===== config.mk =====
export PLATFORM = sky130hd
export DESIGN_NAME = uart_rx
export DESIGN_NICKNAME = d
export VERILOG_FILES = /design/src/rtl/uart_pkg.sv /design/src/rtl/uart_rx_sync.sv /design/src/rtl/uart_rx.sv
export SDC_FILE = /design/constraint.sdc
export NUM_CORES = 1
export LEC_CHECK = 0
export BUFFER_PORTS_ARGS = -buffer_cell sky130_fd_sc_hd__buf_2
export CAP_MARGIN = 20
export CORE_UTILIZATION = 55
export DETAILED_ROUTE_END_ITERATION = 12
export PLACE_DENSITY = 0.83
export SLEW_MARGIN = 20
export SYNTH_ARGS = -nofsm -noshare
export SYNTH_HDL_FRONTEND = slang
export SYNTH_SLANG_ARGS = --single-unit

===== constraint.sdc =====
create_clock -name clk -period 2.2 [get_ports clk]
set_input_delay 0.11 -clock clk [delete_from_list [all_inputs] [get_ports clk]]
set_output_delay 0.11 -clock clk [all_outputs]
set_load 0.01 [all_outputs]

===== src/rtl/uart_pkg.sv =====
// Shared UART definitions: FSM state encoding (common to TX and RX) and parity helper.
// Latency: n/a (package).
// Backpressure: n/a (package).
package uart_pkg;

    typedef enum logic [2:0] {
        IDLE   = 3'b000,
        START  = 3'b001,
        DATA   = 3'b010,
        PARITY = 3'b011,
        STOP   = 3'b100
    } uart_state_t;

    // Even parity over up to 32 data bits; callers zero-extend narrower words.
    function automatic logic even_parity(input logic [31:0] d);
        return ^d;
    endfunction

endpackage


===== src/rtl/uart_rx_sync.sv =====
// Brings the asynchronous rx line into clk and flags its falling edges.
// Latency: rx pin to rx_s is 2 clk; fall_edge is valid in the cycle rx_s first reads 0.
// Backpressure: none; free-running.
// Ports: clk, reset (sync, active-high), rx (async, idle high),
//        rx_s (synchronized line), fall_edge (rx_d==1 && rx_s==0).
module uart_rx_sync (
    input  logic clk,
    input  logic reset,
    input  logic rx,
    output logic rx_s,
    output logic fall_edge
);

    logic rx_meta;
    logic rx_d;

    // All three flops reset to the idle level so reset never fakes an edge.
    always_ff @(posedge clk) begin
        if (reset) begin
            rx_meta <= 1'b1;
            rx_s    <= 1'b1;
            rx_d    <= 1'b1;
        end else begin
            rx_meta <= rx;
            rx_s    <= rx_meta;
            rx_d    <= rx_s;
        end
    end

    assign fall_edge = rx_d & ~rx_s;

endmodule


===== src/rtl/uart_rx.sv =====
// UART receiver: start + DATA_BITS (LSB first) + even parity + stop, 16x oversampled, mid-bit sampling.
// Latency: rx_done_tick 1 clk after the stop-bit sampling tick (plus 2 clk input synchronizer).
// Backpressure: none; each frame is delivered once on rx_done_tick and the host must take it.
// Ports: clk, reset (sync, active-high), rx (serial in), timer_tick (baud tick),
//        baudrate_gen_en (baud generator enable), rx_dout, rx_done_tick, parity_err, frame_err.
module uart_rx
    import uart_pkg::*;
#(
    parameter int DATA_BITS         = 4,
    parameter int TICKS_PER_DATABIT = 16,
    parameter int STOP_BIT_TICKS    = 16
) (
    input  logic                 clk,
    input  logic                 reset,
    input  logic                 rx,
    input  logic                 timer_tick,
    output logic                 baudrate_gen_en,
    output logic [DATA_BITS-1:0] rx_dout,
    output logic                 rx_done_tick,
    output logic                 parity_err,
    output logic                 frame_err
);

    localparam int BCW = (DATA_BITS > 1) ? $clog2(DATA_BITS) : 1;

    localparam logic [5:0]     HALF_CNT = 6'(TICKS_PER_DATABIT / 2 - 1);
    localparam logic [5:0]     BIT_CNT  = 6'(TICKS_PER_DATABIT - 1);
    localparam logic [5:0]     STOP_CNT = 6'(STOP_BIT_TICKS - 1);
    localparam logic [BCW-1:0] LAST_BIT = BCW'(DATA_BITS - 1);

    uart_state_t          state;
    logic [5:0]           tick_cnt;
    logic [BCW-1:0]       bit_cnt;
    logic [DATA_BITS-1:0] shreg;
    logic                 par_bit;
    logic                 rx_s;
    logic                 fall_edge;
    logic [DATA_BITS:0]   shift_in;

    uart_rx_sync u_sync (
        .clk       (clk),
        .reset     (reset),
        .rx        (rx),
        .rx_s      (rx_s),
        .fall_edge (fall_edge)
    );

    // Right shift with the new bit entering at the MSB; written this way so
    // DATA_BITS==1 needs no special case.
    assign shift_in = {rx_s, shreg};

    assign baudrate_gen_en = (state != IDLE);

    always_ff @(posedge clk) begin
        if (reset) begin
            state        <= IDLE;
            tick_cnt     <= '0;
            bit_cnt      <= '0;
            shreg        <= '0;
            par_bit      <= 1'b0;
            rx_dout      <= '0;
            rx_done_tick <= 1'b0;
            parity_err   <= 1'b0;
            frame_err    <= 1'b0;
        end else begin
            rx_done_tick <= 1'b0;
            case (state)
                IDLE: begin
                    // Only an edge starts a frame; a line stuck low is ignored.
                    tick_cnt <= '0;
                    if (fall_edge) begin
                        state <= START;
                    end
                end
                START: begin
                    if (timer_tick && tick_cnt == HALF_CNT) begin
                        tick_cnt <= '0;
                        bit_cnt  <= '0;
                        // Line back high at mid start bit: treat as a glitch.
                        state    <= rx_s ? IDLE : DATA;
                    end else if (timer_tick) begin
                        tick_cnt <= tick_cnt + 6'd1;
                    end
                end
                DATA: begin
                    if (timer_tick && tick_cnt == BIT_CNT) begin
                        shreg <= shift_in[DATA_BITS:1];
                        if (bit_cnt == LAST_BIT) begin
                            tick_cnt <= '0;
                            state    <= PARITY;
                        end else begin
                            tick_cnt <= '0;
                            bit_cnt  <= bit_cnt + 1'b1;
                        end
                    end else if (timer_tick) begin
                        tick_cnt <= tick_cnt + 6'd1;
                    end
                end
                PARITY: begin
                    if (timer_tick && tick_cnt == BIT_CNT) begin
                        par_bit  <= rx_s;
                        tick_cnt <= '0;
                        state    <= STOP;
                    end else if (timer_tick) begin
                        tick_cnt <= tick_cnt + 6'd1;
                    end
                end
                STOP: begin
                    // Leaving at mid stop bit lets the next start edge in immediately.
                    if (timer_tick && tick_cnt == STOP_CNT) begin
                        rx_dout      <= shreg;
                        parity_err   <= par_bit ^ even_parity(32'(shreg));
                        frame_err    <= ~rx_s;
                        rx_done_tick <= 1'b1;
                        tick_cnt     <= '0;
                        state        <= IDLE;
                    end else if (timer_tick) begin
                        tick_cnt <= tick_cnt + 6'd1;
                    end
                end
                default: begin
                    tick_cnt <= '0;
                    state    <= IDLE;
                end
            endcase
        end
    end

endmodule


==> summary.txt <==
Clock tree
  • TritonCTS Sinks: 26
  • Clock Tree Root: clkbuf_4
  • TritonCTS clock tree: done
  • Worst-Skew Late Latency: 0.32 ns
  • CTS Buf Count: 3
  • CTS clk-pin slew, worst paths: ~0.14 ns
  • CTS Buffer Depth: 2
  • CTS resizes: 0
  • H-tree depth: 1

Global route
  • Pin count of the biggest net entering global routing: 22
  • Congestion Overflow GR: 0
  • Initial antenna violation count: 0
  • First-pass GRT wire length: 3470 um
  • All-Layer GR Usage: 0.1837
  • Vias in the first global route: 790

Route
  • 1st-pass router iterations: 4
  • DRC: 0
  • Post-route ant nets: 0
  • WL per Instance: 13.06 um
  • Via count of the routed design: between 800 and 900
  • Routed WL: ~2100 um
  • Vias per inst: about 5.5
  • Initial DRC Count: 14

Die
  • Core ar.: slightly above 2000 um^2
  • Chip width: between 40 and 50 um
  • Site Rows: 16
  • Die height: 48.93 um
  • # IOs: 12
  • Initial Utilization: 0.5990
  • Die area: 2394 um^2

Logic synthesis
  • Netlist Area Pre-Place: 1211 um^2
  • Sequential area share after synthesis: 0.4298
  • Post-synth EDFFs: 0
  • Syn Nets: 128
  • Primary FF master, synth: dfxtp_1
  • Post-Syn Instances: 122
  • Syn avg cell area: 9.928 um^2
  • Flip-flop and latch count after synthesis: 26
  • Synth unique cells: 36
  • Synth async-reset ratio: 0
  • Yosys Warn Count: 0

Critical path
  • Crit path max fanout: 6
  • Worst setup startpoint: tick_cnt[0]
  • Worst Setup Path Type: reg2reg
  • Critical Path RT: between 2 and 2.5 ns
  • CP endpoint kind: flip-flop
  • Critical Path AT: roughly 2.0 ns
  • CP Launch Type: flip-flop
  • FF-to-FF Start: tick_cnt[0]

Timing
  • Final Max Slew Viols: 0
  • FMAX: 567.2 MHz
  • Period utilisation layout: 0.8013
  • Final Critical Period: 1.763 ns
  • # setup viols final: 0
  • Worst relative slew slack: 0.6813
  • Fin Setup TNS: 0 ns
  • Endpoints failing hold: 0
  • Clock Skews: 0.005611 ns
  • RSZ-0062 raised after global routing: false
  • Slew @ Worst Pin: 0.4744 ns

Flow run
  • Max Cap Viol: 0

Placement
  • Area post-placement: 1266 um^2
  • Buffers added on ports: 11
  • Routability cong.: 0.7510
  • Hpwl dp: roughly 1500 um

Min path
  • HP Class: in2reg
  • Hold_sp: reset

Pwr
  • Max VDD drop: 0.0004974 V
  • Leak: approximately 0.57 nW
  • Pwr dens: 627.0 nW/um^2

Cells and area
  • # nets final: 138
  • Synth-to-Final Area Change: 9.710%
  • Most frequent cells in the layout: dfxtp_1, nor2_1, mux2i_1
  • N_diodes: 0
  • Layout cells sized above 1: 0.1908
  • Commonest non-fill, non-tap cell in the layout: dfxtp_1
  • Post-route cell area: 1329 um^2

Run status
  • Outcome: completed
==> repair_timing <==
action / CTS / global route
setup buffers: 0 / 0
endpoints found under the hold margin: 1 / 0
hold buffers: 1 / 0
==> worst max-delay path: stages (launching register included) <==
cell and delay, ns:
dfxtp_1 0.40, ha_1 0.28, nand4_4 0.17, nor4_4 0.51, mux2i_1 0.25, nor2_1 0.06
==> cells by family after synthesis <==
| group | synth area share |
|---|---|
| compound gates | 0.09815 |
| xor+xnor | 0.07645 |
| fa+ha+maj | 0.02066 |
| buf+inv | 0.04028 |
| flops | 0.4298 |
| mux | 0.09918 |
| simple gates | 0.2355 |
==> state kept, by name, indices dropped and copies added, names as in the netlist <==
name and count:
par_bit 1, rx_done_tick 1, parity_err 1, tick_cnt 6, rx_dout 4, state 3, frame_err 1, u_sync.rx_meta 1
u_sync.rx_s 1, bit_cnt 2, shreg 4, u_sync.rx_d 1
==> report_power, final <==
part	switching, mW	total, mW	leakage [nW]	internal [mW]
sequential	0.00483	0.479	0.210	0.474
clock	0.143	0.328	0.0279	0.184
combinational	0.0148	0.0263	0.336	0.0115
==> metrics by stage <==
stage / util / hold slack (ns) / instances / setup slack, ns / power, mW
after floorplan: - / 0.2138 / 122 / 0.6073 / 0.5090
after global placement: 0.6262 / 0.2974 / 153 / 0.5436 / 0.5137
after global routing: 0.6572 / 0.1704 / 158 / 0.3153 / 0.8639
after CTS: 0.6572 / 0.1563 / 158 / 0.4518 / 0.8395
final: 0.6572 / 0.1576 / 158 / 0.4371 / 0.8332
after detailed placement: 0.6262 / 0.2991 / 153 / 0.4710 / 0.5145
==> synth_stat cells, types with 2 or more instances <==
library cell  count  area share
or2_2             3       0.015
mux2i_1          12       0.099
nand2_1           3      0.0093
nand4_1           2       0.010
buf_4             2       0.012
buf_2             3       0.012
nor2_1           20       0.062
ha_1              2       0.021
nand2b_1          2       0.010
and2_1            5       0.026
xor2_1            3       0.022
clkbuf_1          3      0.0093
inv_1             2      0.0062
xnor2_1           5       0.036
nor2b_1           2       0.010
o31ai_1           2       0.012
a21oi_1           6       0.025
a311o_1           2       0.017
dfxtp_1          26        0.43
==> layout make-up <==
class | instances | area, um^2
Clock buffer | 3 | 22.52
Clock inverter | 1 | 30.03
Fill cell | 162 | 693.2
Inverter | 2 | 7.507
Multi-Input combinational cell | 86 | 641.9
Sequential cell | 26 | 520.5
Tap cell | 27 | 33.78
Timing Repair Buffer | 13 | 72.57
==> path summary, 6_finish.rpt <==
check	end	slack (ns)	cells after the start
setup / recovery	shreg[0]	0.44	5
hold / removal	parity_err	0.16	2
setup reg to reg	shreg[0]	0.44	5
hold reg to reg	u_sync.rx_s	0.43	1
==> metal layers <==
metal  vias to the layer above  wire length (um)  GRT usage
met2                         9               949     0.3079
li1                        440                 -          -
met5                         -                 0          0
met1                       413              1050     0.2417
met4                         0                16    0.04412
met3                         2                47    0.03738
No activity file was read; power rests on OpenSTA's default activity.
